`src/rtl/dport_req_fifo_pkg.sv`:
```
// Shared types and constants for the data-port request buffer.
package dport_req_fifo_pkg;

    localparam int TAG_W_DEF = 11;

    // Request fields carried through the queue; the tag is appended separately
    // so the tag width can follow the instance parameter.
    typedef struct packed {
        logic [31:0] addr;
        logic [31:0] data;
        logic        rd;
        logic [3:0]  wr;
        logic        cacheable;
        logic        invalidate;
        logic        writeback;
        logic        flush;
    } req_fields_t;

    // A request is present when any command bit is set.
    function automatic logic req_valid(input req_fields_t f);
        return f.rd | (|f.wr) | f.invalidate | f.writeback | f.flush;
    endfunction

endpackage

```
`src/rtl/dport_req_fifo_if.sv`:
```
// Data-port request/response bundle; master issues requests, slave answers.
interface dport_req_fifo_if
    import dport_req_fifo_pkg::*;
#(
    parameter int TAG_W = TAG_W_DEF
) ();

    logic [31:0]      addr;
    logic [31:0]      data_wr;
    logic             rd;
    logic [3:0]       wr;
    logic             cacheable;
    logic [TAG_W-1:0] req_tag;
    logic             invalidate;
    logic             writeback;
    logic             flush;
    logic             accept;
    logic             ack;
    logic             error;
    logic [31:0]      data_rd;
    logic [TAG_W-1:0] resp_tag;

    modport master (
        output addr, data_wr, rd, wr, cacheable, req_tag,
               invalidate, writeback, flush,
        input  accept, ack, error, data_rd, resp_tag
    );

    modport slave (
        input  addr, data_wr, rd, wr, cacheable, req_tag,
               invalidate, writeback, flush,
        output accept, ack, error, data_rd, resp_tag
    );

endinterface

```
`src/rtl/dport_req_fifo_fifo.sv`:
```
// Generic synchronous FIFO with wrap-bit pointers; no bypass path.
module dport_fifo
    import dport_req_fifo_pkg::*;
#(
    parameter int WIDTH = 8,
    parameter int DEPTH = 2
) (
    input  logic             clk_i,
    input  logic             rst_i,
    input  logic             push_i,
    input  logic [WIDTH-1:0] data_i,
    input  logic             pop_i,
    output logic [WIDTH-1:0] data_o,
    output logic             full_o,
    output logic             empty_o
);

    localparam int AW = $clog2(DEPTH);

    logic [WIDTH-1:0] mem [DEPTH];
    logic [AW:0]      wr_ptr_q;
    logic [AW:0]      rd_ptr_q;
    logic             do_push;
    logic             do_pop;

    assign full_o  = (wr_ptr_q[AW] != rd_ptr_q[AW]) &&
                     (wr_ptr_q[AW-1:0] == rd_ptr_q[AW-1:0]);
    assign empty_o = (wr_ptr_q == rd_ptr_q);
    assign do_push = push_i && !full_o;
    assign do_pop  = pop_i && !empty_o;
    assign data_o  = mem[rd_ptr_q[AW-1:0]];

    // Storage is written only on push; contents need no reset.
    always_ff @(posedge clk_i) begin
        if (do_push) begin
            mem[wr_ptr_q[AW-1:0]] <= data_i;
        end
    end

    // Pointer advance; the extra MSB distinguishes full from empty.
    always_ff @(posedge clk_i) begin
        if (!rst_i) begin
            wr_ptr_q <= '0;
            rd_ptr_q <= '0;
        end else begin
            if (do_push) wr_ptr_q <= wr_ptr_q + 1'b1;
            if (do_pop)  rd_ptr_q <= rd_ptr_q + 1'b1;
        end
    end

endmodule

```
`src/rtl/dport_req_fifo.sv`:
```
// Buffered data-port stage: queues core requests, bounds outstanding
// transactions and registers memory responses back to the core.
module dport_req_fifo
    import dport_req_fifo_pkg::*;
#(
    parameter int DEPTH           = 2,
    parameter int MAX_OUTSTANDING = 4,
    parameter int TAG_W           = TAG_W_DEF
) (
    input  logic              clk_i,
    input  logic              rst_i,
    dport_req_fifo_if.slave   inport,
    dport_req_fifo_if.master  outport,
    output logic              unexpected_ack_o
);

    localparam int ENTRY_W = $bits(req_fields_t) + TAG_W;
    localparam int OW      = $clog2(MAX_OUTSTANDING) + 1;
    localparam logic [OW-1:0] MAX_OUT_C = OW'(MAX_OUTSTANDING);

    req_fields_t        in_f;
    req_fields_t        head_f;
    logic [TAG_W-1:0]   head_tag;
    logic [ENTRY_W-1:0] push_data;
    logic [ENTRY_W-1:0] head_data;
    logic               fifo_full;
    logic               fifo_empty;
    logic               accept_w;
    logic               push;
    logic               pop;
    logic [OW-1:0]      outstanding_q;
    logic               ack_q;
    logic               error_q;
    logic [31:0]        data_rd_q;
    logic [TAG_W-1:0]   resp_tag_q;
    logic               unexpected_q;
    logic               dec;

    // Gather the core request fields into one entry.
    always_comb begin
        in_f            = '0;
        in_f.addr       = inport.addr;
        in_f.data       = inport.data_wr;
        in_f.rd         = inport.rd;
        in_f.wr         = inport.wr;
        in_f.cacheable  = inport.cacheable;
        in_f.invalidate = inport.invalidate;
        in_f.writeback  = inport.writeback;
        in_f.flush      = inport.flush;
    end

    assign push_data = {in_f, inport.req_tag};
    assign {head_f, head_tag} = head_data;

    // Accept depends only on registered state so the core sees no comb loop.
    assign accept_w = rst_i && !fifo_full && (outstanding_q < MAX_OUT_C);
    assign push     = req_valid(in_f) && accept_w;
    assign pop      = !fifo_empty && outport.accept;

    dport_fifo #(
        .WIDTH (ENTRY_W),
        .DEPTH (DEPTH)
    ) u_fifo (
        .clk_i   (clk_i),
        .rst_i   (rst_i),
        .push_i  (push),
        .data_i  (push_data),
        .pop_i   (pop),
        .data_o  (head_data),
        .full_o  (fifo_full),
        .empty_o (fifo_empty)
    );

    assign inport.accept      = accept_w;
    assign outport.addr       = head_f.addr;
    assign outport.data_wr    = head_f.data;
    assign outport.cacheable  = head_f.cacheable;
    assign outport.req_tag    = head_tag;
    assign outport.rd         = head_f.rd & ~fifo_empty;
    assign outport.wr         = head_f.wr & {4{~fifo_empty}};
    assign outport.invalidate = head_f.invalidate & ~fifo_empty;
    assign outport.writeback  = head_f.writeback & ~fifo_empty;
    assign outport.flush      = head_f.flush & ~fifo_empty;

    // Response register: one-cycle ack pulse, payload captured unmodified.
    always_ff @(posedge clk_i) begin
        if (!rst_i) begin
            ack_q      <= 1'b0;
            error_q    <= 1'b0;
            data_rd_q  <= '0;
            resp_tag_q <= '0;
        end else begin
            ack_q <= outport.ack;
            if (outport.ack) begin
                error_q    <= outport.error;
                data_rd_q  <= outport.data_rd;
                resp_tag_q <= outport.resp_tag;
            end
        end
    end

    assign inport.ack      = ack_q;
    assign inport.error    = error_q;
    assign inport.data_rd  = data_rd_q;
    assign inport.resp_tag = resp_tag_q;

    // Decrement on delivery to the core, never below zero.
    assign dec = ack_q && (outstanding_q != '0);

    // Outstanding count: push adds one, delivered response removes one.
    always_ff @(posedge clk_i) begin
        if (!rst_i) begin
            outstanding_q <= '0;
        end else begin
            case ({push, dec})
                2'b10:   outstanding_q <= outstanding_q + 1'b1;
                2'b01:   outstanding_q <= outstanding_q - 1'b1;
                default: outstanding_q <= outstanding_q;
            endcase
        end
    end

    // Sticky flag for a memory ack that no request accounts for.
    always_ff @(posedge clk_i) begin
        if (!rst_i) begin
            unexpected_q <= 1'b0;
        end else if (outport.ack && (outstanding_q == '0) && !ack_q) begin
            unexpected_q <= 1'b1;
        end
    end

    assign unexpected_ack_o = unexpected_q;

endmodule

```
`src/flat_wrapper.sv`:
```
// flat-port wrapper written by rule: the top's interface ports become plain ports
module dport_req_fifo_flat import dport_req_fifo_pkg::*;
#(
    parameter int DEPTH           = 2,
    parameter int MAX_OUTSTANDING = 4,
    parameter int TAG_W           = TAG_W_DEF
)
  (clk_i, rst_i, unexpected_ack_o, inport_addr, inport_data_wr, inport_rd, inport_wr, inport_cacheable, inport_req_tag, inport_invalidate, inport_writeback, inport_flush, inport_accept, inport_ack, inport_error, inport_data_rd, inport_resp_tag, outport_addr, outport_data_wr, outport_rd, outport_wr, outport_cacheable, outport_req_tag, outport_invalidate, outport_writeback, outport_flush, outport_accept, outport_ack, outport_error, outport_data_rd, outport_resp_tag);
  dport_req_fifo_if #(.TAG_W(TAG_W)) inport_i ();
  dport_req_fifo_if #(.TAG_W(TAG_W)) outport_i ();
  input  logic clk_i;
  input  logic rst_i;
  output logic unexpected_ack_o;
  input wire logic [$bits(inport_i.addr)-1:0] inport_addr;
  input wire logic [$bits(inport_i.data_wr)-1:0] inport_data_wr;
  input wire logic [$bits(inport_i.rd)-1:0] inport_rd;
  input wire logic [$bits(inport_i.wr)-1:0] inport_wr;
  input wire logic [$bits(inport_i.cacheable)-1:0] inport_cacheable;
  input wire logic [$bits(inport_i.req_tag)-1:0] inport_req_tag;
  input wire logic [$bits(inport_i.invalidate)-1:0] inport_invalidate;
  input wire logic [$bits(inport_i.writeback)-1:0] inport_writeback;
  input wire logic [$bits(inport_i.flush)-1:0] inport_flush;
  output wire logic [$bits(inport_i.accept)-1:0] inport_accept;
  output wire logic [$bits(inport_i.ack)-1:0] inport_ack;
  output wire logic [$bits(inport_i.error)-1:0] inport_error;
  output wire logic [$bits(inport_i.data_rd)-1:0] inport_data_rd;
  output wire logic [$bits(inport_i.resp_tag)-1:0] inport_resp_tag;
  output wire logic [$bits(outport_i.addr)-1:0] outport_addr;
  output wire logic [$bits(outport_i.data_wr)-1:0] outport_data_wr;
  output wire logic [$bits(outport_i.rd)-1:0] outport_rd;
  output wire logic [$bits(outport_i.wr)-1:0] outport_wr;
  output wire logic [$bits(outport_i.cacheable)-1:0] outport_cacheable;
  output wire logic [$bits(outport_i.req_tag)-1:0] outport_req_tag;
  output wire logic [$bits(outport_i.invalidate)-1:0] outport_invalidate;
  output wire logic [$bits(outport_i.writeback)-1:0] outport_writeback;
  output wire logic [$bits(outport_i.flush)-1:0] outport_flush;
  input wire logic [$bits(outport_i.accept)-1:0] outport_accept;
  input wire logic [$bits(outport_i.ack)-1:0] outport_ack;
  input wire logic [$bits(outport_i.error)-1:0] outport_error;
  input wire logic [$bits(outport_i.data_rd)-1:0] outport_data_rd;
  input wire logic [$bits(outport_i.resp_tag)-1:0] outport_resp_tag;
  assign inport_i.addr = inport_addr;
  assign inport_i.data_wr = inport_data_wr;
  assign inport_i.rd = inport_rd;
  assign inport_i.wr = inport_wr;
  assign inport_i.cacheable = inport_cacheable;
  assign inport_i.req_tag = inport_req_tag;
  assign inport_i.invalidate = inport_invalidate;
  assign inport_i.writeback = inport_writeback;
  assign inport_i.flush = inport_flush;
  assign inport_accept = inport_i.accept;
  assign inport_ack = inport_i.ack;
  assign inport_error = inport_i.error;
  assign inport_data_rd = inport_i.data_rd;
  assign inport_resp_tag = inport_i.resp_tag;
  assign outport_addr = outport_i.addr;
  assign outport_data_wr = outport_i.data_wr;
  assign outport_rd = outport_i.rd;
  assign outport_wr = outport_i.wr;
  assign outport_cacheable = outport_i.cacheable;
  assign outport_req_tag = outport_i.req_tag;
  assign outport_invalidate = outport_i.invalidate;
  assign outport_writeback = outport_i.writeback;
  assign outport_flush = outport_i.flush;
  assign outport_i.accept = outport_accept;
  assign outport_i.ack = outport_ack;
  assign outport_i.error = outport_error;
  assign outport_i.data_rd = outport_data_rd;
  assign outport_i.resp_tag = outport_resp_tag;
  dport_req_fifo #(.DEPTH(DEPTH), .MAX_OUTSTANDING(MAX_OUTSTANDING), .TAG_W(TAG_W)) u_core (.clk_i(clk_i), .rst_i(rst_i), .inport(inport_i), .outport(outport_i), .unexpected_ack_o(unexpected_ack_o));
endmodule
```
`config.mk`:
```
export PLATFORM = sky130hd
export DESIGN_NAME = dport_req_fifo_flat
export DESIGN_NICKNAME = d
export VERILOG_FILES = /design/src/rtl/dport_req_fifo_pkg.sv /design/src/rtl/dport_req_fifo_if.sv /design/src/rtl/dport_req_fifo_fifo.sv /design/src/rtl/dport_req_fifo.sv /design/src/flat_wrapper.sv
export SDC_FILE = /design/constraint.sdc
export NUM_CORES = 1
export LEC_CHECK = 0
export ABC_AREA = 1
export CORE_UTILIZATION = 42
export CTS_CLUSTER_DIAMETER = 200
export DETAILED_ROUTE_END_ITERATION = 10
export PLACE_DENSITY_LB_ADDON = 0.1
export SLEW_MARGIN = 0
export SYNTH_ARGS = -nofsm -noshare
export SYNTH_HDL_FRONTEND = slang
export SYNTH_SLANG_ARGS = --single-unit
```
`constraint.sdc`:
```
create_clock -name clk_i -period 4.5 [get_ports clk_i]
set_input_delay 0.45 -clock clk_i [delete_from_list [all_inputs] [get_ports clk_i]]
set_output_delay 0.45 -clock clk_i [all_outputs]
set_load 0.02 [all_outputs]
```
After elaboration in Yosys (flattened, before gate mapping)

Memory sizes are Yosys's and may differ from the RTL's. A register that Yosys moved wholly into a read port is not among the register bits.
Cells that the tools add are included.

Word-level logic and storage cells: 51
Memory bits (writable): 168
Output and inout bits: 131
Input port bits: 132
Bits in registers: 53
Memories: 1

Mux-type cells: 5
Reduce and logical (&&, ||, !) cells: 17
Add/subtract/negate cells: 4
Bitwise logic cells: 10
Magnitude comparators: 1
Equal/unequal tests: 5

Memory list:

| name              | depth | width | read ports | clocked after Yosys merged registers in | wr ports | line                      | source |
|---|---|---|---|---|---|---|---|
| u_core.u_fifo.mem | 2     | 84    | 1          | 1                                       | 1        | dport_req_fifo_fifo.sv:20 | `logic [WIDTH-1:0] mem [DEPTH];` |

Operator list:

| kind                  | count |
|---|---|
| $logic_and A1 B1 Y1   | 10 |
| $pmux W3 S2           | 1 |
| $add A2 B1 Y2 const B | 2 |
| $and A1 B1 Y1         | 4 |
| $and A4 B4 Y4         | 1 |
| $mux W1               | 4 |
| $or A1 B1 Y1          | 4 |
| $reduce_or A4 Y1      | 1 |
| $add A3 B1 Y3 const B | 1 |
| $logic_not A1 Y1      | 3 |
| $logic_not A3 Y1      | 1 |
| $lt A3 B3 Y1 const B  | 1 |
| $reduce_bool A3 Y1    | 1 |
| $sub A3 B1 Y3 const B | 1 |
| $eq A2 B1 Y1 const B  | 1 |
| $eq A2 B2 Y1          | 1 |
| $eq A2 B2 Y1 const B  | 1 |
| $reduce_bool A2 Y1    | 1 |
| $eq A1 B1 Y1          | 1 |
| $ne A1 B1 Y1          | 1 |
| $not A1 Y1            | 1 |

Logic depth before layout (Yosys ltp)

Depth after elaboration: 9
Mapped depth: 12
Mapped depth without buffers: 12

Hierarchy

From an unflattened synthesis, not the netlist that was laid out.

Cell total of the unflattened synthesis: 561
Area, all modules: 8521.9 µm²

Modules (own cells, without submodules):

| module         | instances | area an instance (µm²) | cells an instance | sequential area each (µm²) |
|---|---|---|---|---|
| dport_fifo     | 1         | 6566.3                 | 307               | 5144.9 |
| dport_req_fifo | 1         | 1955.6                 | 254               | 980.9 |

Worst setup path before layout

Ideal clock, no wire load.

Path type: input port to flip-flop
From: in rst_i
To: mem u_core.u_fifo.mem[0][0] in the netlist's numbering (enable)
Data arrival time: 4.304 ns
Stages: 4
Path buffers: 0
Slack: -0.331 ns
Required time: 3.973 ns
Setup time: 0.527 ns
Cells stage by stage: inv_1 -> nor2_2 -> nand3_4 -> nor2_1

Longest elaborated chain between the ends: 6

RTL lines:

| element                          | line                      | source |
|---|---|---|
| start: declaration               | flat_wrapper.sv:12        | `input logic rst_i;` |
| $logic_and A1 B1 Y1 (2 in a row) | dport_req_fifo.sv:56      | `assign accept_w = rst_i && !fifo_full && (outstanding_q < MAX_OUT_C);` |
| $logic_and A1 B1 Y1              | dport_req_fifo.sv:57      | `assign push = req_valid(in_f) && accept_w;` |
| $logic_and A1 B1 Y1              | dport_req_fifo_fifo.sv:29 | `assign do_push = push_i && !full_o;` |
| $mux W1                          | dport_req_fifo_fifo.sv:35 | `if (do_push) begin` |
| $mux W1 (not written as such)    | dport_req_fifo_fifo.sv:36 | `mem[wr_ptr_q[AW-1:0]] <= data_i;` |
| end: declaration                 | dport_req_fifo_fifo.sv:20 |  |

No other way between the ends.

==> metrics.yaml <==
route:
  ant_nets: 0
  drt_iter0_drc: 241
  via_count: 5769
  viasPerCell: 4.608
  firstDrtPassIters: 4
  drc: 0
  wl_um: 18700
  avgRoutedWirePerCell_um: 14.94
global_route:
  grt_pass1_vias: 5683
  track_usage: 0.1854
  grt_pass1_wl_um: 29120
  antenna_found_initial: 0
  grt_overflow_total: 0
  grt_max_degree: 86
yosys:
  synthArstFlopShare: 0
  synthCells: 712
  synth_area_um2: 8177
  syn_area_per_cell_um2: 11.48
  yosys_register_bits: 222
  synth_warnings: 0
  synth.distinct_cells: 26
  seq_area_frac_synth: 0.7492
  synthesis.nets: 846
  synth_edf_count: 168
  synth-main-ff-cell: "edfxtp_1"
cells_and_area:
  layout-drive-gt1-share: 0.05847
  final_nets: 1108
  final_cell_mix: "clkdlybuf4s50_1 (262), nand2_1 (261), edfxtp_1 (168), nor2_1 (94), dfxtp_1 (53)"
  final_common_cell: "clkdlybuf4s50_1"
  fin_cells: 1252
  nFillCells: 1528
  final_area_um2: 11870
  diodes: 0
  syn2layout_area_growth_pct: 45.22
critical_path:
  critical_path.max_stage_delay_ns: 0.93
  path_class: "register to output port"
  cp-start-kind: "register"
  cp_cell_sequence: "inv_2, buf_12, nand2_1, nand2_1, clkdlybuf4s50_1"
  critical_path_buf_inv_count: 3
  crit_top_cell: "nand2_1"
  path_delay_family: "buffers and inverters"
  crit_path_max_fanout: 85
  cpMaxStageDelayCell: "dfxtp_4"
  cp-end-kind: "output port"
  cp.arrival_ns: 2.99
  required_ns: 4.05
pwr:
  pwr-share-clk: 0.321
  p_sw_frac: 0.2847
  sequentialPowerShare: 0.427
  pwr_density_cell_nw_per_um2: 518.7
  pwr-share-comb: 0.252
  p_int_mw: 4.406
  peakVddDrop_uv: 339.1
  p_switching_mw: 1.753
  leakagePower_nw: 4.638
floorplanning:
  std_cell_rows: 50
  core-area_um2: 18890
  start_util: 0.4328
  die_area_um2: 20030
  dieWidth_um: 141.5
  io_pins: 263
  fp.dieH_um: 141.5
timing:
  max_slew_margin: 0.3769
  min_period_ns: 3.444
  finalSetupTns_ns: 0
  holdWs_ns: 0.4696
  finalHoldViolCount: 0
  rsz0062_at_grt: "no"
  period_share: 0.7652
  final_max_slew_viol_count: 0
  tightestPinTransition_ns: 0.9347
  skew_ns: 0.005661
  setup_viol: 0
  fmax_ghz: 0.2904
clocking:
  cts_tree: "yes"
  cts_resized: 0
  cts_hold_buf: 0
  numCtsBuffers: 24
  clk_latency_ns: 0.50
  cts_max_path_buffers: 3
  clock-sinks: 222
  clkTransAtPathRegs_ns: 0.06
  h-tree-depth: 1
  postCtsSetupBuffers: 0
  root_buffer: "clkbuf_16"
job:
  maxCapViolations: 0
placement:
  port_buffers: 262
  postPlaceCellArea_um2: 11060
  dp_hpwl_um: 11800
  numPlacedInstances: 1208
  gp_congestion: 0.7505
hold_path:
  hp-class: "register to register"
outcome:
  status: "finished clean"
sequential cells by signal, indices dropped and copies added (netlist names), named ones only:
register and flops:
u_core.inport.ack 1, u_core.u_fifo.wr_ptr_q 2, u_core.u_fifo.mem 168, u_core.outstanding_q 3, u_core.inport.data_rd 32, u_core.unexpected_ack_o 1
u_core.u_fifo.rd_ptr_q 2, u_core.inport.resp_tag 11, u_core.inport.error 1
power groups by stage:
stage	Clock [mW]	Combinational [mW]	Sequential, mW
after global placement	0	1.56	2.67
after floorplan	0	0.788	2.66
final	1.98	1.55	2.63
after CTS	2.03	1.57	2.64
after detailed placement	0	1.56	2.68
after global routing	2.11	1.68	2.66
cells in the mapped netlist (all sizes together), types with 3 or more instances:
cell | instances | area, µm²
inv | 22 | 82.57
a21oi | 15 | 75.07
o21ai | 47 | 235.2
clkbuf | 8 | 30.03
nor2 | 98 | 375.4
dfxtp | 54 | 1081
edfxtp | 168 | 5045
nand3 | 4 | 37.54
xor2 | 3 | 26.28
nand2 | 264 | 1003
buf | 23 | 116.4
final timing paths:
| kind | slack [ns] | to | startpoint | cells after the start |
|---|---|---|---|---|
| max | 1.06 | outport_addr[0] | register | 5 |
| min | 0.47 | u_core.unexpected_ack_o | u_core.unexpected_ack_o | 2 |
| max reg2reg | 2.51 | u_core.outstanding_q[2] | u_core.u_fifo.wr_ptr_q[0] | 11 |
| min reg2reg | 0.47 | u_core.unexpected_ack_o | u_core.unexpected_ack_o | 2 |
worst min-delay path: stages, from the launching register on:
cell     delay [ns]
dfxtp_1        0.32
a31oi_1        0.04
nor2_1         0.07
per-stage QoR:
step,setup slack (ns),total power [mW],utilization
floorplan,1.052,3.446,-
global placement,1.550,4.233,0.5853
detailed placement,1.545,4.240,0.5853
CTS,0.9908,6.233,0.6285
global route,0.8064,6.448,0.6285
finish,1.056,6.159,0.6285
metal layers:
metal | global-route usage | part of all wire
met1 | 0.2412 | 0.44
met2 | 0.3041 | 0.46
met3 | 0.04590 | 0.072
met4 | 0.06282 | 0.028
met5 | 0 | 0
area by class of cell:
class	instances	area (µm²)	share of cell area
Inverter	22	82.58	0.006955
Clock inverter	10	101.3	0.008535
Multi-Input combinational cell	436	1815	0.1529
Clock buffer	34	714.4	0.06017
Timing Repair Buffer	268	2705	0.2278
Tap cell	260	325.3	0.02740
Sequential cell	222	6130	0.5162
logic make-up (layout without fill, tap and decap cells):
logic type / after synthesis / after routing / synth area share
flip-flops: 222 / 222 / 0.7492
AO/OA/AOI/OAI: 63 / 63 / 0.03871
buffers and inverters: 54 / 334 / 0.03030
XOR/XNOR: 3 / 3 / 0.003214
AND/OR/NAND/NOR: 368 / 368 / 0.1746
adder cells (fa/ha/maj): 2 / 2 / 0.003978
Power figures use the tool's default switching activity.
